--- src/rtl/uart_pkg.sv ---
// Shared UART definitions: FSM state encoding, frame width and baud divisor helper.
package uart_pkg;

    typedef enum logic [2:0] {IDLE, START, DATA, PARITY, STOP} uart_state_e;

    localparam int DATA_BITS = 8;

    function automatic int clks_per_bit(input int clk_hz, input int baud);
        return clk_hz / baud;
    endfunction

endpackage

--- src/rtl/sync_fifo.sv ---
// Synchronous FIFO, power-of-two depth, registered read data.
// Latency: rd_data updates on the edge that accepts rd_en; a write shows in count/empty one edge later.
// Backpressure: wr_en while full and rd_en while empty are ignored; caller watches full/empty.
module sync_fifo #(
    parameter int WIDTH = 8,
    parameter int DEPTH = 16
) (
    input  logic                       clk,
    input  logic                       rst_n,
    input  logic                       wr_en,
    input  logic [WIDTH-1:0]           wr_data,
    input  logic                       rd_en,
    output logic [WIDTH-1:0]           rd_data,
    output logic                       full,
    output logic                       empty,
    output logic [$clog2(DEPTH+1)-1:0] count
);
    localparam int AW = $clog2(DEPTH);
    localparam int CW = $clog2(DEPTH + 1);

    logic [WIDTH-1:0] mem [DEPTH];
    logic [AW-1:0]    wr_ptr;
    logic [AW-1:0]    rd_ptr;
    logic [CW-1:0]    cnt;
    logic             wr_ok;
    logic             rd_ok;

    assign full  = (cnt == CW'(DEPTH));
    assign empty = (cnt == '0);
    assign count = cnt;
    // No write-through-read when full: a pop in the same cycle does not free the slot early.
    assign wr_ok = wr_en && !full;
    assign rd_ok = rd_en && !empty;

    always_ff @(posedge clk or negedge rst_n) begin
        if (!rst_n) begin
            wr_ptr  <= '0;
            rd_ptr  <= '0;
            cnt     <= '0;
            rd_data <= '0;
        end else begin
            if (wr_ok) wr_ptr <= wr_ptr + AW'(1);
            if (rd_ok) begin
                rd_ptr  <= rd_ptr + AW'(1);
                rd_data <= mem[rd_ptr];
            end
            case ({wr_ok, rd_ok})
                2'b10:   cnt <= cnt + CW'(1);
                2'b01:   cnt <= cnt - CW'(1);
                default: cnt <= cnt;
            endcase
        end
    end

    always_ff @(posedge clk) begin
        if (wr_ok) mem[wr_ptr] <= wr_data;
    end

endmodule

--- src/rtl/uart_tx_buffered.sv ---
// Buffered UART transmitter, 8N1; define UART_TX_PARITY_EN for 8E1 (even parity bit after bit 7).
// Latency: byte pushed into an empty FIFO at edge E0 drives the start bit from edge E1; frames run back-to-back.
// Backpressure: tx_ready = !full; a push while full is dropped even if a pop happens that cycle.
module uart_tx_buffered #(
    parameter int CLK_HZ     = 12000000,
    parameter int BAUD       = 9600,
    parameter int FIFO_DEPTH = 16
) (
    input  logic                            clk,
    input  logic                            rst_n,
    input  logic [7:0]                      tx_data,
    input  logic                            tx_valid,
    output logic                            tx_ready,
    output logic                            tx,
    output logic                            busy,
    output logic [$clog2(FIFO_DEPTH+1)-1:0] fifo_count
);
    import uart_pkg::*;

    localparam int CPB   = clks_per_bit(CLK_HZ, BAUD);
    localparam int CNT_W = $clog2(CPB);
    localparam int BIT_W = $clog2(DATA_BITS);

    uart_state_e          state_q, state_d;
    logic [CNT_W-1:0]     cnt_q, cnt_d;
    logic [BIT_W-1:0]     bit_q, bit_d;
    logic [DATA_BITS-1:0] byte_q;
    logic [DATA_BITS-1:0] fifo_rd_data;
    logic                 tx_q, tx_d;
    logic                 pop, full, empty, term;

    sync_fifo #(
        .WIDTH(DATA_BITS),
        .DEPTH(FIFO_DEPTH)
    ) u_fifo (
        .clk    (clk),
        .rst_n  (rst_n),
        .wr_en  (tx_valid),
        .wr_data(tx_data),
        .rd_en  (pop),
        .rd_data(fifo_rd_data),
        .full   (full),
        .empty  (empty),
        .count  (fifo_count)
    );

    assign tx_ready = !full;
    assign term     = (cnt_q == CNT_W'(CPB - 1));

    always_comb begin
        state_d = state_q;
        cnt_d   = term ? '0 : cnt_q + CNT_W'(1);
        bit_d   = bit_q;
        pop     = 1'b0;
        tx_d    = 1'b1;
        case (state_q)
            IDLE: begin
                cnt_d = '0;
                if (!empty) begin
                    pop     = 1'b1;
                    state_d = START;
                end
            end
            START: if (term) begin
                state_d = DATA;
                bit_d   = '0;
            end
            DATA: if (term) begin
                if (bit_q == BIT_W'(DATA_BITS - 1)) begin
`ifdef UART_TX_PARITY_EN
                    state_d = PARITY;
`else
                    state_d = STOP;
`endif
                end else begin
                    bit_d = bit_q + BIT_W'(1);
                end
            end
`ifdef UART_TX_PARITY_EN
            PARITY: if (term) state_d = STOP;
`endif
            STOP: if (term) begin
                if (!empty) begin
                    pop     = 1'b1;
                    state_d = START;
                end else begin
                    state_d = IDLE;
                end
            end
            default: state_d = IDLE;
        endcase
        // Line level follows the state being entered so the registered pin lines up with the FSM.
        case (state_d)
            START:   tx_d = 1'b0;
            DATA:    tx_d = byte_q[bit_d];
`ifdef UART_TX_PARITY_EN
            PARITY:  tx_d = ^byte_q;
`endif
            default: tx_d = 1'b1;
        endcase
    end

    always_ff @(posedge clk or negedge rst_n) begin
        if (!rst_n) begin
            state_q <= IDLE;
            cnt_q   <= '0;
            bit_q   <= '0;
            byte_q  <= '0;
            tx_q    <= 1'b1;
        end else begin
            state_q <= state_d;
            cnt_q   <= cnt_d;
            bit_q   <= bit_d;
            tx_q    <= tx_d;
            // FIFO read data lands one edge after the pop; the start bit gives ample time to capture it.
            if (state_q == START) byte_q <= fifo_rd_data;
        end
    end

    assign tx   = tx_q;
    assign busy = (state_q != IDLE);

endmodule

--- config.mk ---
export PLATFORM = sky130hd
export DESIGN_NAME = uart_tx_buffered
export DESIGN_NICKNAME = d
export VERILOG_FILES = /design/src/rtl/uart_pkg.sv /design/src/rtl/sync_fifo.sv /design/src/rtl/uart_tx_buffered.sv
export SDC_FILE = /design/constraint.sdc
export NUM_CORES = 1
export LEC_CHECK = 0
export BUFFER_PORTS_ARGS = -buffer_cell sky130_fd_sc_hd__buf_2
export CAP_MARGIN = 20
export CORE_ASPECT_RATIO = 1.5
export CORE_MARGIN = 1
export CORE_UTILIZATION = 30
export CTS_CLUSTER_DIAMETER = 120
export DETAILED_ROUTE_END_ITERATION = 10
export GPL_ROUTABILITY_DRIVEN = 0
export SLEW_MARGIN = 10
export SYNTH_ARGS = -nofsm -noshare
export SYNTH_HDL_FRONTEND = slang
export SYNTH_HIERARCHICAL = 1
export SYNTH_SLANG_ARGS = --single-unit
--- constraint.sdc ---
create_clock -name clk -period 4.9 [get_ports clk]
set_input_delay 0.735 -clock clk [delete_from_list [all_inputs] [get_ports clk]]
set_output_delay 0.735 -clock clk [all_outputs]
set_load 0.02 [all_outputs]
; ---- Word-level counts from Yosys, hierarchy flattened
; Memories as Yosys holds them, arrays and structs flattened. A register that Yosys moved wholly into a read port is not among the register bits.
; Cells that the tools add are included.
[word_totals]
ff_bits = 39
mem_bits_rw = 128
inputBits = 11
output_inout_bits = 8
memories = 1
[memory_table]
columns = memory, words, width, rd, rd_ports_with_merged_regs, wr, line_no
row1 = u_fifo.mem, 16, 8, 1, 1, 1, sync_fifo.sv:21  ; logic [WIDTH-1:0] mem [DEPTH];
[op_classes]
addsub = 6
magnitude_cmp = 1
n_eq_ne = 10
muxes = 22
n_reduce_logical = 9
[ops]
columns = op, n
row1 = $mux W3, 8
row2 = $mux W11, 2
row3 = $pmux W3 S4, 1
row4 = $add A11 B1 Y11 const B, 1
row5 = $eq A11 B11 Y1 const B, 1
row6 = $pmux W5 S2, 1
row7 = $add A4 B1 Y4 const B, 2
row8 = $eq A3 B1 Y1 const B, 2
row9 = $eq A3 B2 Y1 const B, 2
row10 = $eq A3 B3 Y1 const B, 2
row11 = $mux W1, 6
row12 = $pmux W3 S2, 1
row13 = $add A5 B1 Y5 const B, 1
row14 = $eq A5 B5 Y1 const B, 1
row15 = $logic_not A5 Y1, 1
row16 = $sub A5 B1 Y5 const B, 1
row17 = $lt A3 B4 Y1 const B, 1
row18 = $pmux W1 S2, 2
row19 = $add A3 B1 Y3 const B, 1
row20 = $bmux W1 S3, 1
row21 = $logic_not A1 Y1, 3
row22 = $logic_not A3 Y1, 1
row23 = $reduce_bool A3 Y1, 1
row24 = $eq A2 B1 Y1 const B, 1
row25 = other kinds (3), 4

; ---- Depth between registers and ports, before layout
[depth]
word_depth = 7
mapped_depth = 15

; ---- Hierarchy
; Netlist, hierarchy kept.
[by_module_without_submodules]
columns = module, instances, cells_each, area_each_um2, seq_area_each_um2
row1 = sync_fifo, 1, 316, 5934.4, 4369.2
row2 = uart_tx_buffered, 1, 121, 1312.5, 651.9

; ---- Worst setup path before layout
; Ideal clock, no wire load.
[synth_path]
path_kind = reg-to-reg
startpoint = reg cnt_q[2]
endpoint = reg u_fifo.cnt[4] (netlist: u_fifo/count[4])
arrival_time_ns = 3.455
required_time_ns = 4.767
slack_ns = 1.312
stages_incl_launch_ff = 14
path_buffers = 0
period_less_slack_ns = 3.588
cell_sequence = dfrtp_1 nor4b_4 nand3_2 a2111oi_0 o21ai_2 inv_2 ha_1 inv_1 fa_1 nor2b_1 o21ai_0 nand3_1 or3b_2 xnor2_1
[synth_via]
elab_chain_cells = 6
word_cells_on_any_way = 8
classes_between = eq/ne (3) / mux (3) / reduce/logical (2)
[synth_lines]
columns = item, line_no
row1 = "start, declared", uart_tx_buffered.sv:25  ; logic [CNT_W-1:0] cnt_q, cnt_d;
row2 = "start signal, assigned", uart_tx_buffered.sv:112  ; cnt_q <= cnt_d;
row3 = $eq A11 B11 Y1 *, uart_tx_buffered.sv:48  ; assign term = (cnt_q == CNT_W'(CPB - 1));
row4 = $mux W1 *, uart_tx_buffered.sv:82  ; STOP: if (term) begin
row5 = $pmux W1 S2 *, uart_tx_buffered.sv:56  ; case (state_q)
row6 = named net pop, uart_tx_buffered.sv:30  ; logic pop, full, empty, term;
row7 = $logic_and A1 B1 Y1 *, sync_fifo.sv:33  ; assign rd_ok = rd_en && !empty;
row8 = named net u_fifo.rd_ok, sync_fifo.sv:26  ; logic rd_ok;
row9 = $eq A2 B1 Y1 / $eq A2 B2 Y1 (equally long branches), sync_fifo.sv:47  ; case ({wr_ok, rd_ok})
row10 = $pmux W5 S2 / $reduce_bool A2 Y1 (equally long branches), n/a
row11 = "end signal, assigned", sync_fifo.sv:48  ; 2'b10: cnt <= cnt + CW'(1);
row12 = "end signal, assigned", sync_fifo.sv:49  ; 2'b01: cnt <= cnt - CW'(1);
row13 = "end signal, assigned", sync_fifo.sv:50  ; default: cnt <= cnt;
row14 = "end, declared", sync_fifo.sv:24  ; logic [CW-1:0] cnt;
; Mark *: on every way through the listed nets, which the timed path passes. The rest lies on a longest branch.
; A chain may end at the register's enable or synchronous reset.

; ---- Worst setup path after layout
[layout_path]
startpoint = reg cnt_q[1]
endpoint = reg u_fifo.cnt[4] (netlist: u_fifo/count[4])
; The elaborated chain is that of the path after synthesis.

==> reports/summary.txt <==
Status - complete, no violations
Chip Width - 129 um
CTS clk-pin slew, worst paths - 70 ps
Core footprint - 0.0237 sq mm
Leakage - 2.88 nW
Post-layout instance count excluding filler cells - 794
Row count - 69
Wire length per cell - 16.3 um
Fin crit period - 4200 ps
Vias per inst - 4.64
Pwr dens - 412 mW/mm^2
Placed cell count - 762
Relative slew slack - 34.8%
Worst Path Class, Setup - register to register
Global-route wire length before repair - 20.7 mm
Synthesized area - 0.00725 sq mm
R2R depth - 15
Asr flop ratio synth - 26.9%
Peak fanout along the critical path - 18
Yosys warns - 6
Synth cell types - 52
Vias - 3686
Pin count of the biggest net entering global routing - 48
R2r endpoint - u_fifo/count[4]
Top post-synthesis cells by area - edfxtp_1 (53%), dfrtp_1 (16%), mux4_2 (10%)
Worst-Skew Late Latency - 430 ps
Crit-path cells - inv_1, ha_1, and4bb_1, nand3_2, a2111oi_0, o21ai_2, inv_2, ha_1, inv_1, fa_1, nor2b_1, o21ai_0, nand3_1, or3b_2, xnor2_1
Fraction of layout cells with a size suffix above 1 - 22.5%
HPWL Detailed - 8.76 mm
Full die area - 0.0248 sq mm
Number of global-route vias before repair - 3881
Commonest non-fill, non-tap cell in the layout - edfxtp_1
Initial core utilization - 30.5%
Final ANT Viol Nets - 0
Yosys top cell area share - 53.0%
CTS Buf Count - 17
Final setup viols - 0
Max cap viols - 0
Fmax - 0.238 GHz
Worst VDD drop - 0.229 mV
# resized after CTS - 0
Delay-heaviest family, CP - compound AO/OA/AOI/OAI gates
Antenna cell count - 0
Most frequent cells in the layout - edfxtp_1 (128), dfrtp_1 (46), nand2_1 (40)
CP Capture Type - register
Reg2Reg Launch Point - cnt_q[1]
Arr. time, crit path - 4500 ps
Tightest Pin Transition - 974 ps
Worst Skew - 12.7 ps
Post-CTS setup buffer count - 0
Synth Instances - 437
Antenna violations before repair - 0
Iter 0 DRT Violations - 243
Crit-path slowest cell - a2111oi_0
RSZ-0062 raised after global routing - no
Htree depth - 4
Max Buffers Root-to-Sink - 2
Total Wirelength - 12.9 mm
Total GRT Usage - 11.5%
Slowest cell delay on critical path - 700 ps
I/O Pins - 19
Synth Net Count - 461
Register area share after synthesis - 69.3%
Synth Register Bits - 175
Startpoint types - register
Pwr Total - 3.40 mW
DRC - 0
Final hold vios - 0
Setup TNS - 0 ps
Final critical-path share of the clock period - 85.7%
Clk root buf - clkbuf_16
Number of synthesized flops with an enable pin - 128
Drt pass-1 iters - 4
Gr ovfl total - 0
Fin. max-slew vios - 0
Critical Path RT - 5200 ps
CP Depth - 15
CTS sink count - 175
Top FF cell, synth - edfxtp_1
Syn avg cell area - 16.6 sq um
Input/output buffers - 18
Post-CTS Hold Buffers - 0
Yosys top cell by area - edfxtp_1
CTS tree - built
Critical path buffer and inverter count - 3
Number of nets in the layout - 487
Worst R2R Setup Slack - 700 ps
Worst Hold Class - input pin to asynchronous set/reset pin
Area grow syn2layout - 13.9%
Die Y-Extent - 192 um
==> power by group <==
part / internal, mW / switching (mW)
combinational: 0.129 / 0.228
clock: 0.656 / 0.567
sequential: 1.74 / 0.0774
==> worst max-delay path by stage <==
stage / startpoint / end / slack [ps]
finish: cnt_q[1] / u_fifo/count[4] / 700
global route: cnt_q[1] / u_fifo/count[4] / 380
CTS: cnt_q[1] / u_fifo/count[4] / 680
detailed placement: cnt_q[1] / u_fifo/count[4] / 700
global placement: cnt_q[1] / u_fifo/count[4] / 830
floorplan: cnt_q[2] / u_fifo/count[4] / 1310
==> per-layer routing <==
metal,GRT usage (%),wire [um]
met3,2.80,407
met4,5.29,188
met2,20.8,7140
met1,12.4,5180
met5,0,0
==> registers in the layout, summed over array words and instances (netlist names) <==
signal and flops:
cnt_q 11, u_fifo/rd_ptr 4, tx 1, bit_q 3, byte_q 8, u_fifo/mem 128
u_fifo/count 5, state_q 3, u_fifo/rd_data 8, u_fifo/wr_ptr 4
==> cell families (layout without fill, tap and decap cells) <==
logic type                 Yosys count  in the layout  synth area share [%]
adders and majority gates           13             13                  2.35
and+or+nand+nor                    108            108                  7.46
xor gates and xnor gates            19             19                  2.30
muxes                               50             50                  12.7
DFF                                175            175                  69.3
buffers and inverters               32             70                  2.04
AOI/OAI and AO/OA                   40             40                  3.83
==> per-stage QoR <==
stage / setup WS, ps / cell area [sq um] / hold WS, ps / utilization (%)
final: 699 / 8250 / 326 / 34.8
after global routing: 381 / 8250 / 347 / 34.8
after CTS: 678 / 8230 / 483 / 34.6
after detailed placement: 699 / 7690 / 468 / 32.4
after global placement: 828 / 7690 / 459 / 32.4
after floorplan: 1310 / 7250 / 439 / -
==> cells in the mapped netlist, types with 2 or more instances <==
cell type    n
clkbuf_1     7
a21oi_1      5
xnor2_1     12
mux2_2       8
nor3b_1      2
nor3_1       4
nand3_1      7
mux4_2      33
nand2_1     40
and3_1       3
buf_2        7
nor4_1       2
nand4_1      6
o221ai_1     7
o21ai_0     14
buf_4        3
nor2_1      27
o21ai_2      2
a311o_1      2
inv_1       12
mux2i_1      9
edfxtp_1   128
nand2b_1     3
xor2_1       7
ha_1        12
a21o_1       2
dfrtp_1     46
a21boi_0     2
o211a_1      2
==> final cells by class <==
| type | count | area (sq um) |
|---|---|---|
| Fill cell | 2239 | 15500 |
| Sequential cell | 175 | 5020 |
| Multi-Input combinational cell | 230 | 2080 |
| Clock buffer | 18 | 429 |
| Tap cell | 319 | 399 |
| Timing Repair Buffer | 26 | 170 |
| Clock inverter | 13 | 106 |
| Inverter | 13 | 48.8 |
No activity file was read; power rests on OpenSTA's default activity.
